[src/rtl/uart_tx_fsm.sv]
// UART transmit frame sequencer: start, data, optional parity and stop bits.
// Drives the line and the serializer enable, and flags a serializer that runs long.
module uart_tx_fsm #(
    parameter int WIDTH = 8
) (
    input  logic             CLK,
    input  logic             RST,
    input  logic [WIDTH-1:0] P_DATA,
    input  logic             DATA_VALID,
    input  logic             PAR_EN,
    input  logic             PAR_TYP,
    input  logic             SER_DATA,
    input  logic             SER_DONE,
    output logic             SER_EN,
    output logic             TX_OUT,
    output logic             BUSY,
    output logic             READY,
    output logic             SYNC_ERR
);

    localparam int CNT_W = $clog2(WIDTH) + 1;

    localparam logic [2:0] S_IDLE   = 3'd0;
    localparam logic [2:0] S_START  = 3'd1;
    localparam logic [2:0] S_DATA   = 3'd2;
    localparam logic [2:0] S_PARITY = 3'd3;
    localparam logic [2:0] S_STOP   = 3'd4;

    logic [2:0]       state_q,   state_d;
    logic             par_bit_q, par_bit_d;
    logic             par_en_q,  par_en_d;
    logic [CNT_W-1:0] dcnt_q,    dcnt_d;
    logic             accept;
    logic             data_last;

    // Even parity makes the total count of ones even; odd parity inverts it.
    function automatic logic calc_parity(input logic [WIDTH-1:0] d, input logic odd);
        return (^d) ^ odd;
    endfunction

    assign accept    = DATA_VALID & READY;
    assign data_last = (dcnt_q == CNT_W'(WIDTH));

    always_comb begin
        SER_EN   = 1'b0;
        TX_OUT   = 1'b1;
        BUSY     = 1'b0;
        READY    = 1'b0;
        SYNC_ERR = 1'b0;
        case (state_q)
            S_IDLE: begin
                READY = 1'b1;
            end
            S_START: begin
                TX_OUT = 1'b0;
                BUSY   = 1'b1;
                SER_EN = 1'b1;
            end
            S_DATA: begin
                TX_OUT   = SER_DATA;
                BUSY     = 1'b1;
                SER_EN   = ~SER_DONE;
                SYNC_ERR = ~SER_DONE & data_last;
            end
            S_PARITY: begin
                TX_OUT = par_bit_q;
                BUSY   = 1'b1;
            end
            S_STOP: begin
                BUSY  = 1'b1;
                READY = 1'b1;
            end
            default: begin
                READY = 1'b0;
            end
        endcase
    end

    always_comb begin
        state_d   = state_q;
        par_bit_d = par_bit_q;
        par_en_d  = par_en_q;
        dcnt_d    = dcnt_q;
        case (state_q)
            S_IDLE: begin
                if (accept) begin
                    state_d = S_START;
                end
            end
            S_START: begin
                state_d = S_DATA;
                dcnt_d  = CNT_W'(1);
            end
            S_DATA: begin
                dcnt_d = dcnt_q + CNT_W'(1);
                if (SER_DONE) begin
                    state_d = par_en_q ? S_PARITY : S_STOP;
                end else if (data_last) begin
                    state_d = S_STOP;
                end
            end
            S_PARITY: begin
                state_d = S_STOP;
            end
            S_STOP: begin
                state_d = accept ? S_START : S_IDLE;
            end
            default: begin
                state_d = S_IDLE;
            end
        endcase
        // Parity settings are captured with the byte so a frame is self-consistent.
        if (accept) begin
            par_bit_d = calc_parity(P_DATA, PAR_TYP);
            par_en_d  = PAR_EN;
        end
    end

    always_ff @(posedge CLK) begin
        if (RST) begin
            state_q   <= S_IDLE;
            par_bit_q <= 1'b0;
            par_en_q  <= 1'b0;
            dcnt_q    <= '0;
        end else begin
            state_q   <= state_d;
            par_bit_q <= par_bit_d;
            par_en_q  <= par_en_d;
            dcnt_q    <= dcnt_d;
        end
    end

endmodule
[config.mk]
export PLATFORM = sky130hd
export DESIGN_NAME = uart_tx_fsm
export DESIGN_NICKNAME = d
export VERILOG_FILES = /design/src/rtl/uart_tx_fsm.sv
export SDC_FILE = /design/constraint.sdc
export NUM_CORES = 1
export LEC_CHECK = 0
export CAP_MARGIN = 0
export CORE_AREA = 10 10 58 60
export CTS_CLUSTER_SIZE = 12
export DETAILED_ROUTE_END_ITERATION = 10
export DIE_AREA = 0 0 68 70
export PLACE_DENSITY = 0.51
export SKIP_LAST_GASP = 1
export SYNTH_ARGS = -nofsm -noshare
export SYNTH_HDL_FRONTEND = slang
export SYNTH_SLANG_ARGS = --single-unit
[constraint.sdc]
create_clock -name CLK -period 2.4 [get_ports CLK]
set_clock_uncertainty 0.2 [all_clocks]
set_input_delay 0.48 -clock CLK [delete_from_list [all_inputs] [get_ports CLK]]
set_output_delay 0.48 -clock CLK [all_outputs]
set_load 0.05 [all_outputs]
**Yosys cells after proc, flatten, opt, wreduce, memory -nomap -nowiden**

Cells that the tools add are included.

- Bits in registers: 9
- Output and inout bits: 5
- Logic and storage cells: 34

- Add/subtract/negate cells: 1
- Eq/ne operators: 7
- Mux-type cells: 12
- Bitwise logic cells: 4
- Reduce and logical (&&, ||, !) cells: 6

Operators with widths:

| cell | number |
|---|---|
| case mux 3 bit (5 select lines) | 1 |
| 2-to-1 mux 3 bit | 4 |
| case mux 4 bit (2 select lines) | 1 |
| XOR reduction 8 bit | 1 |
| == test 3 x 2 -> 1 bit, second input constant | 2 |
| adder 4 x 1 -> 4 bit, second input constant | 1 |
| == test 4 bit, second input constant | 1 |
| 2-to-1 mux 1 bit | 4 |
| OR reduction 4 bit | 1 |
| == test 3 x 1 -> 1 bit, second input constant | 1 |
| == test 3 bit, second input constant | 1 |
| logical NOT 3 bit | 1 |
| != test 3 bit, second input constant | 1 |
| case mux 1 bit (3 select lines) | 1 |
| bitwise AND 1 bit | 2 |
| != test 2 bit, second input constant | 1 |
| case mux 1 bit (2 select lines) | 1 |
| AND reduction 2 bit | 1 |
| nonzero test 2 bit | 1 |
| OR reduction 2 bit | 1 |
| NOT 1 bit | 1 |
| XOR 1 bit | 1 |

**Longest topological paths before layout**

- Word-level depth: 6
- Gate-level depth with buffers: 6
- Depth with buffers taken out: 6

**Least setup slack after synthesis**

OpenSTA, ideal clock, no wires.

- Kind: register -> output
- Start: reg state_q[0]
- End: out BUSY
- Arrival: 1756 ps
- Slack: -36 ps
- Cell stages (with the launch flop): 4
- Path buffers: 1
- Cell sequence: dfxtp_1 > buf_6 > nor2_1 > xnor2_1

- Word-level cells in the longest chain between the ends: 3

Ends and longest elaborated chain:

| what | line | text |
|---|---|---|
| from (decl) | 29 | `logic [2:0] state_q, state_d;` |
| from (signal assigned) | 126 | `state_q <= state_d;` |
| == test 3 x 2 -> 1 bit, or another cell as far along | 50 | `case (state_q)` |
| OR reduction 4 bit (no source line) (*) | -- |  |
| 2-to-1 mux 1 bit (*) | 50 |  |
| to (decl) | 16 | `output logic BUSY,` |

Mark *: on every way between the ends. The rest lies on a longest branch, timed or not.

**Worst setup path in the final report**

- Start: in SER_DONE
- End: out SER_EN

- Word-level cells in the longest chain between the ends: 2

Ends and longest elaborated chain:

| what | line | text |
|---|---|---|
| from (decl) | 13 | `input logic SER_DONE,` |
| NOT 1 bit | 62 | `SER_EN = ~SER_DONE;` |
| case mux 1 bit (2 select lines) | 50 |  |
| to (decl) | 14 | `output logic SER_EN,` |

No other way between the ends.

==> run summary <==
Post-CTS Setup Inserts: 0
footprint of the multi-input gates: 448 µm²
pwr/cell area: 555 nW/µm²
IO buf count: 19
Reg area: 180 µm²
first-pass GRT wire length: 2.72 mm
Final HPWL DP: 1.25 mm
endpoints failing setup: 0
crit path DAT: 1.55 ns
Design Area, Final: 963 µm²
Root Buffer: clkbuf_4
Initial Util: 28.0%
switching fraction of total power: 34.7%
Placed Instance Area: 927 µm²
ant diodes: 0
DRC Markers: 0
distinct cell type count after synthesis: 33
vias in the first global route: 628
final net count: 119
worst IR drop on VDD: 0.000321 V
Die Height: 70 µm
Max Cap Viol: 0
layout cells sized above 1: 18.8%
Ports: 20
clock sinks: 9
Synth Register Bits: 9
Leak Pwr: 0.392 nW
setup TNS: 0 ns
area delta synth->final: 46.9%
Cell Area, Synth: 656 µm²
clk slew on worst S/H paths: 0.06 ns
count of non-filler cells in the finished layout: 131
GR Util All Layers: 6.88%
wire per inst: 11.9 µm
Initial DRT Pass Iterations: 4
Routed Wire Length: 1.55 mm
Vias per Instance: 4.77
ANT nets after route: 0
critical path capture point type: output pin
part of the power in combinational logic: 46.6%
Placer Congestion: 0.688
GRT Residual Overflow: 0
syn_nets: 96
Initial DRC Count: 21
status: complete, no violations
Clk Latency, worst-skew pair: 0.25 ns
Setup CP Type: in -> out
commonest register cell after synthesis: dfxtp_1
Placeable Area: 2340 µm²
commonest cells after routing, fill and taps aside: 13 x clkdlybuf4s50_1, 9 x dfxtp_1, 8 x a21oi_1
fill cell count: 253
Clock Tree Buf Depth: 2
H-tree levels: 1
final hold viol count: 0
pin count of the biggest net entering global routing: 18
FP Rows: 18
RSZ-0062 raised after global routing: false
normalized max-slew margin: 79.1%
Final Cycle Share: 92.9%
Via Count: 625
crit path time final: 2.23 ns
CTS tree: built
Max Slew Vio Count: 0
most common cell after layout, fill and taps aside: clkdlybuf4s50_1
Die W: 68 µm
P_int: 349 µW
HP Class: reg -> reg
antenna violations before repair: 0
Final Util: 41.1%
maximum clock rate: 0.449 GHz
sequential cell area fraction in the yosys report: 27.5%
crit path max fanout: 3
clock power share: 20.9%
sequential power share: 32.5%
die area: 4760 µm²
Post-synth ARST share: 0%
CP Launch Type: input pin
yosys warns: 0
Inst Count DP: 127
Gate Count Post-Synth: 79
Critical Path RT: 1.72 ns
Post-synth EDFFs: 0
worst slew pin tran: 0.313 ns
Syn Area/Cell: 8.30 µm²
Net Sw Power: 186 µW
total CTS buffers: 3
-- power by group through the flow --
stage / combinational (mW) / clock (mW) / sequential, mW
2_1_floorplan: 0.153 / 0 / 0.175
3_3_place_gp: 0.249 / 0 / 0.178
3_5_place_dp: 0.250 / 0 / 0.178
4_1_cts: 0.252 / 0.119 / 0.174
5_1_grt: 0.269 / 0.124 / 0.177
6_report: 0.249 / 0.112 / 0.174
-- registers in the layout (all words and copies together), names as in the netlist --
name,flops
par_en_q,1
dcnt_q,4
par_bit_q,1
state_q,3
-- synth_stat cells (2+ instances only) --
library cell | instances | area, µm²
a21o_1 | 2 | 15.0
a21oi_1 | 9 | 45.0
a2bb2oi_1 | 2 | 17.5
and2_1 | 3 | 18.8
clkbuf_1 | 4 | 15.0
dfxtp_1 | 9 | 180
ha_1 | 2 | 25.0
inv_1 | 4 | 15.0
nand2_1 | 3 | 11.3
nand3_1 | 3 | 15.0
nand3b_1 | 2 | 15.0
nor2_1 | 6 | 22.5
nor2b_1 | 2 | 12.5
o21ai_0 | 4 | 20.0
or3b_2 | 2 | 17.5
xnor2_1 | 4 | 35.0
xor2_1 | 2 | 17.5
-- final timing paths --
check | slack (ns) | cells past startpoint | endpoint | start
max | 0.17 | 4 | SER_EN | SER_DONE
max reg2reg | 0.71 | 4 | state_q[0] | state_q[1]
min reg2reg | 0.29 | 2 | par_en_q | par_en_q
min | 0.29 | 2 | par_en_q | par_en_q
-- final cells by class --
cell class	instances	share of cell area, %
inverters	4	1.56
repair buffers	23	26.6
multi-input cells	61	46.5
clock buffers	4	2.73
well taps	30	3.90
flip-flops and latches	9	18.7
-- metrics by stage --
stage	hold WS, ns	setup WS [ns]	power [mW]
after global routing	0.313	0.123	0.571
after global placement	0.278	-0.0538	0.426
after CTS	0.289	0.179	0.545
final	0.286	0.170	0.535
after detailed placement	0.281	-0.0802	0.427
after floorplan	0.250	0.0378	0.328
-- logic make-up (layout without fill, tap and decap cells) --
| logic type | count (synthesis) | after routing | synth area share (%) |
|---|---|---|---|
| adder cells (fa/ha/maj) | 2 | 2 | 3.82 |
| flip-flops | 9 | 9 | 27.5 |
| XOR/XNOR | 7 | 7 | 11.5 |
| buffers and inverters | 9 | 31 | 6.30 |
| AO/OA/AOI/OAI | 24 | 24 | 23.7 |
| AND/OR/NAND/NOR | 28 | 28 | 27.3 |
-- routing by layer --
layer | part of all wire [%] | vias up | wire [µm] | GRT usage [%]
met4 | 0 | 0 | 0 | 1.34
li1 | - | 327 | - | -
met3 | 7.6 | 0 | 118 | 3.67
met2 | 49 | 16 | 758 | 10.7
met1 | 44 | 282 | 676 | 8.12
met5 | 0 | - | 0 | 0
-- worst max-delay path, stage by stage --
cell and delay (ns):
dlygate4sd2_1 0.26, or3b_2 0.46, a21oi_2 0.20, buf_12 0.16
-- timing repair --
action	4_1_cts	5_1_grt
endpoints found under the setup margin	2	0
gates resized for setup	4	0
hold buffers	0	0
Note: power is estimated with default switching activity, not from simulation.
==> RTL change, RTL diff (config.mk and constraints unchanged) <==
Reset style: asynchronous (`RST`), changed in one clocked block.
--- a/src/rtl/uart_tx_fsm.sv
+++ b/src/rtl/uart_tx_fsm.sv
@@ -118,3 +118,3 @@
 
-    always_ff @(posedge CLK) begin
+    always_ff @(posedge CLK or posedge RST) begin
         if (RST) begin
Check against the original RTL: differs if RST is asserted again (counterexample within 4 cycles, from zero or initial values and one cycle with RST high); with RST held inactive, the same outputs for 10 cycles.
==> RTL change against the unedited design <==
Register-to-register slack lost 0.13 ns; synthesized area down 7.3%; via count down 9.6%; critical path depth shrank 1; wire length fell by 2.9%; final area fell by 4.3%; largest cell class unchanged; non-clock buffer count up 1; first-iteration DRC count shrank 62%; count of clock-buffer cells in the layout fell by 1; highest routed layer is now met4; setup slack worse by 0.079 ns; sequential cell count unchanged.
Power is not compared: it rests on default switching activity, and its combinational part moved more than twofold at a synthesized area within 25%.
==> RTL change: results <==
export IMPL_final_nets=110
export IMPL_place_ws_ns=-0.0187
export IMPL_cts_clk_slew_worst_paths_ns=0.07
export IMPL_r2r_start="dcnt_q[0]"
export IMPL_antenna_found_initial=0
export IMPL_crit_slowest_cell="or4_4"
export IMPL_wl_met3_um=79
export IMPL_postSynth_asyncResetShare_pct=100
export IMPL_grt_pass1_vias=539
export IMPL_rr_endpoint="state_q[1]"
export IMPL_met1_length_um=616
export IMPL_layout_drive_gt1_share_pct=25.0
export IMPL_cpPeakStageDelay_ns=0.54
export IMPL_clkLatencyLatePin_ns=0.27
export IMPL_tightest_slew_ns=0.344
export IMPL_status="finished clean"
export IMPL_grt_max_degree=12
export IMPL_critPathArrivalTime_ns=1.63
export IMPL_routed_via_count=565
export IMPL_holdWs_ns=0.271
export IMPL_syn_nets=85
export IMPL_yosys_area_top_type_share_pct=37.0
export IMPL_grt_pass1_wl_mm=2.50
export IMPL_drt_wirelength_per_cell_um=12.4
export IMPL_reg2reg_depth=6
export IMPL_fmax_mhz=433
export IMPL_met2WireLength_um=783
export IMPL_numCtsBuffers=3
export IMPL_crit_fanout=8
export IMPL_synth_common_cells="a21oi_1, dfrtp_1, nand2_1"
export IMPL_synth_distinct_cells=29
export IMPL_routabilityCongestion=0.751
export IMPL_dpl_hpwl_mm=1.26
export IMPL_yosysSeqAreaShare_pct=37.0
export IMPL_reg2reg_slack_ns=0.58
export IMPL_diodes=0
export IMPL_min_path_type="in2async"
export IMPL_drt_iter0_drc=8
export IMPL_top_regs="dcnt_q: 4 flops, state_q: 3 flops"
export IMPL_synth_area_leaders="dfrtp_1, a21oi_1, xnor2_1"
-- RTL change: changes by cell type after synthesis, moves of 3 or more --
| cell | unedited run | this run |
|---|---|---|
| and2_1 | 3 | 0 |
| nand2_1 | 3 | 6 |
| clkbuf_1 | 4 | 1 |
| dfxtp_1 | 9 | 0 |
| nor3_1 | 0 | 3 |
| dfrtp_1 | 0 | 9 |
| nor2_1 | 6 | 3 |
-- RTL change: per-layer routing --
metal	track usage (%)	vias to the layer above
met2	10.6	15
met1	7.64	256
met3	2.87	2
met5	0	-
met4	3.36	0
li1	-	292
-- RTL change: worst register-to-register path: cells and delay by family, from the launching register on --
kind	cells	cell delay [ns]
AOI/OAI and AO/OA	1	0.16
and+or+nand+nor	3	0.68
buffers and inverters	1	0.07
DFF	1	0.44
adders and majority gates	1	0.19
-- RTL change: logic make-up after synthesis --
logic type / synth area share (%)
AO/OA/AOI/OAI: 18.1
XOR/XNOR: 13.8
adder cells (fa/ha/maj): 4.11
buffers and inverters: 6.58
flip-flops: 37.0
multiplexers: 1.85
AND/OR/NAND/NOR: 18.5
-- RTL change: worst max-delay path by stage --
stage | cells past startpoint | endpoint | start
floorplan | 3 | SYNC_ERR | state_q[0]
global placement | 4 | SYNC_ERR | SER_DONE
detailed placement | 4 | SER_EN | SER_DONE
CTS | 3 | SYNC_ERR | state_q[0]
global route | 5 | TX_OUT | state_q[0]
finish | 3 | SYNC_ERR | state_q[0]
-- RTL change: power by group through the flow --
stage | clock, mW | combinational [mW] | sequential, mW
global placement | 0 | 0.717 | 0.289
detailed placement | 0 | 0.722 | 0.292
finish | 0.119 | 0.717 | 0.294
global route | 0.132 | 0.778 | 0.308
floorplan | 0 | 0.484 | 0.264
CTS | 0.126 | 0.728 | 0.293
-- RTL change: area by class of cell --
| class | instances | area, sq um |
|---|---|---|
| tap | 30 | 37.5 |
| inverter | 4 | 15.0 |
| timing repair buffer | 24 | 251 |
| multi-input combinational | 51 | 364 |
| clock inverter | 1 | 5.00 |
| sequential | 9 | 226 |
| clock buffer | 3 | 22.5 |
| fill | 254 | 1420 |
-- RTL change: repair_timing --
item / in CTS / in global routing
pin swaps: 1 / 0
setup endpoints to repair: 2 / 1
resized for setup: 3 / 1
cloned: 0 / 0
hold buffers: 0 / 0
-- RTL change: metrics by stage --
step	cell area [sq um]	power (mW)	std cells	setup TNS, ns
CTS	921	1.15	122	0
floorplan	619	0.748	68	0
global placement	885	1.01	118	-0.0798
detailed placement	885	1.01	118	-0.0371
finish	922	1.13	122	0
global route	922	1.22	122	0
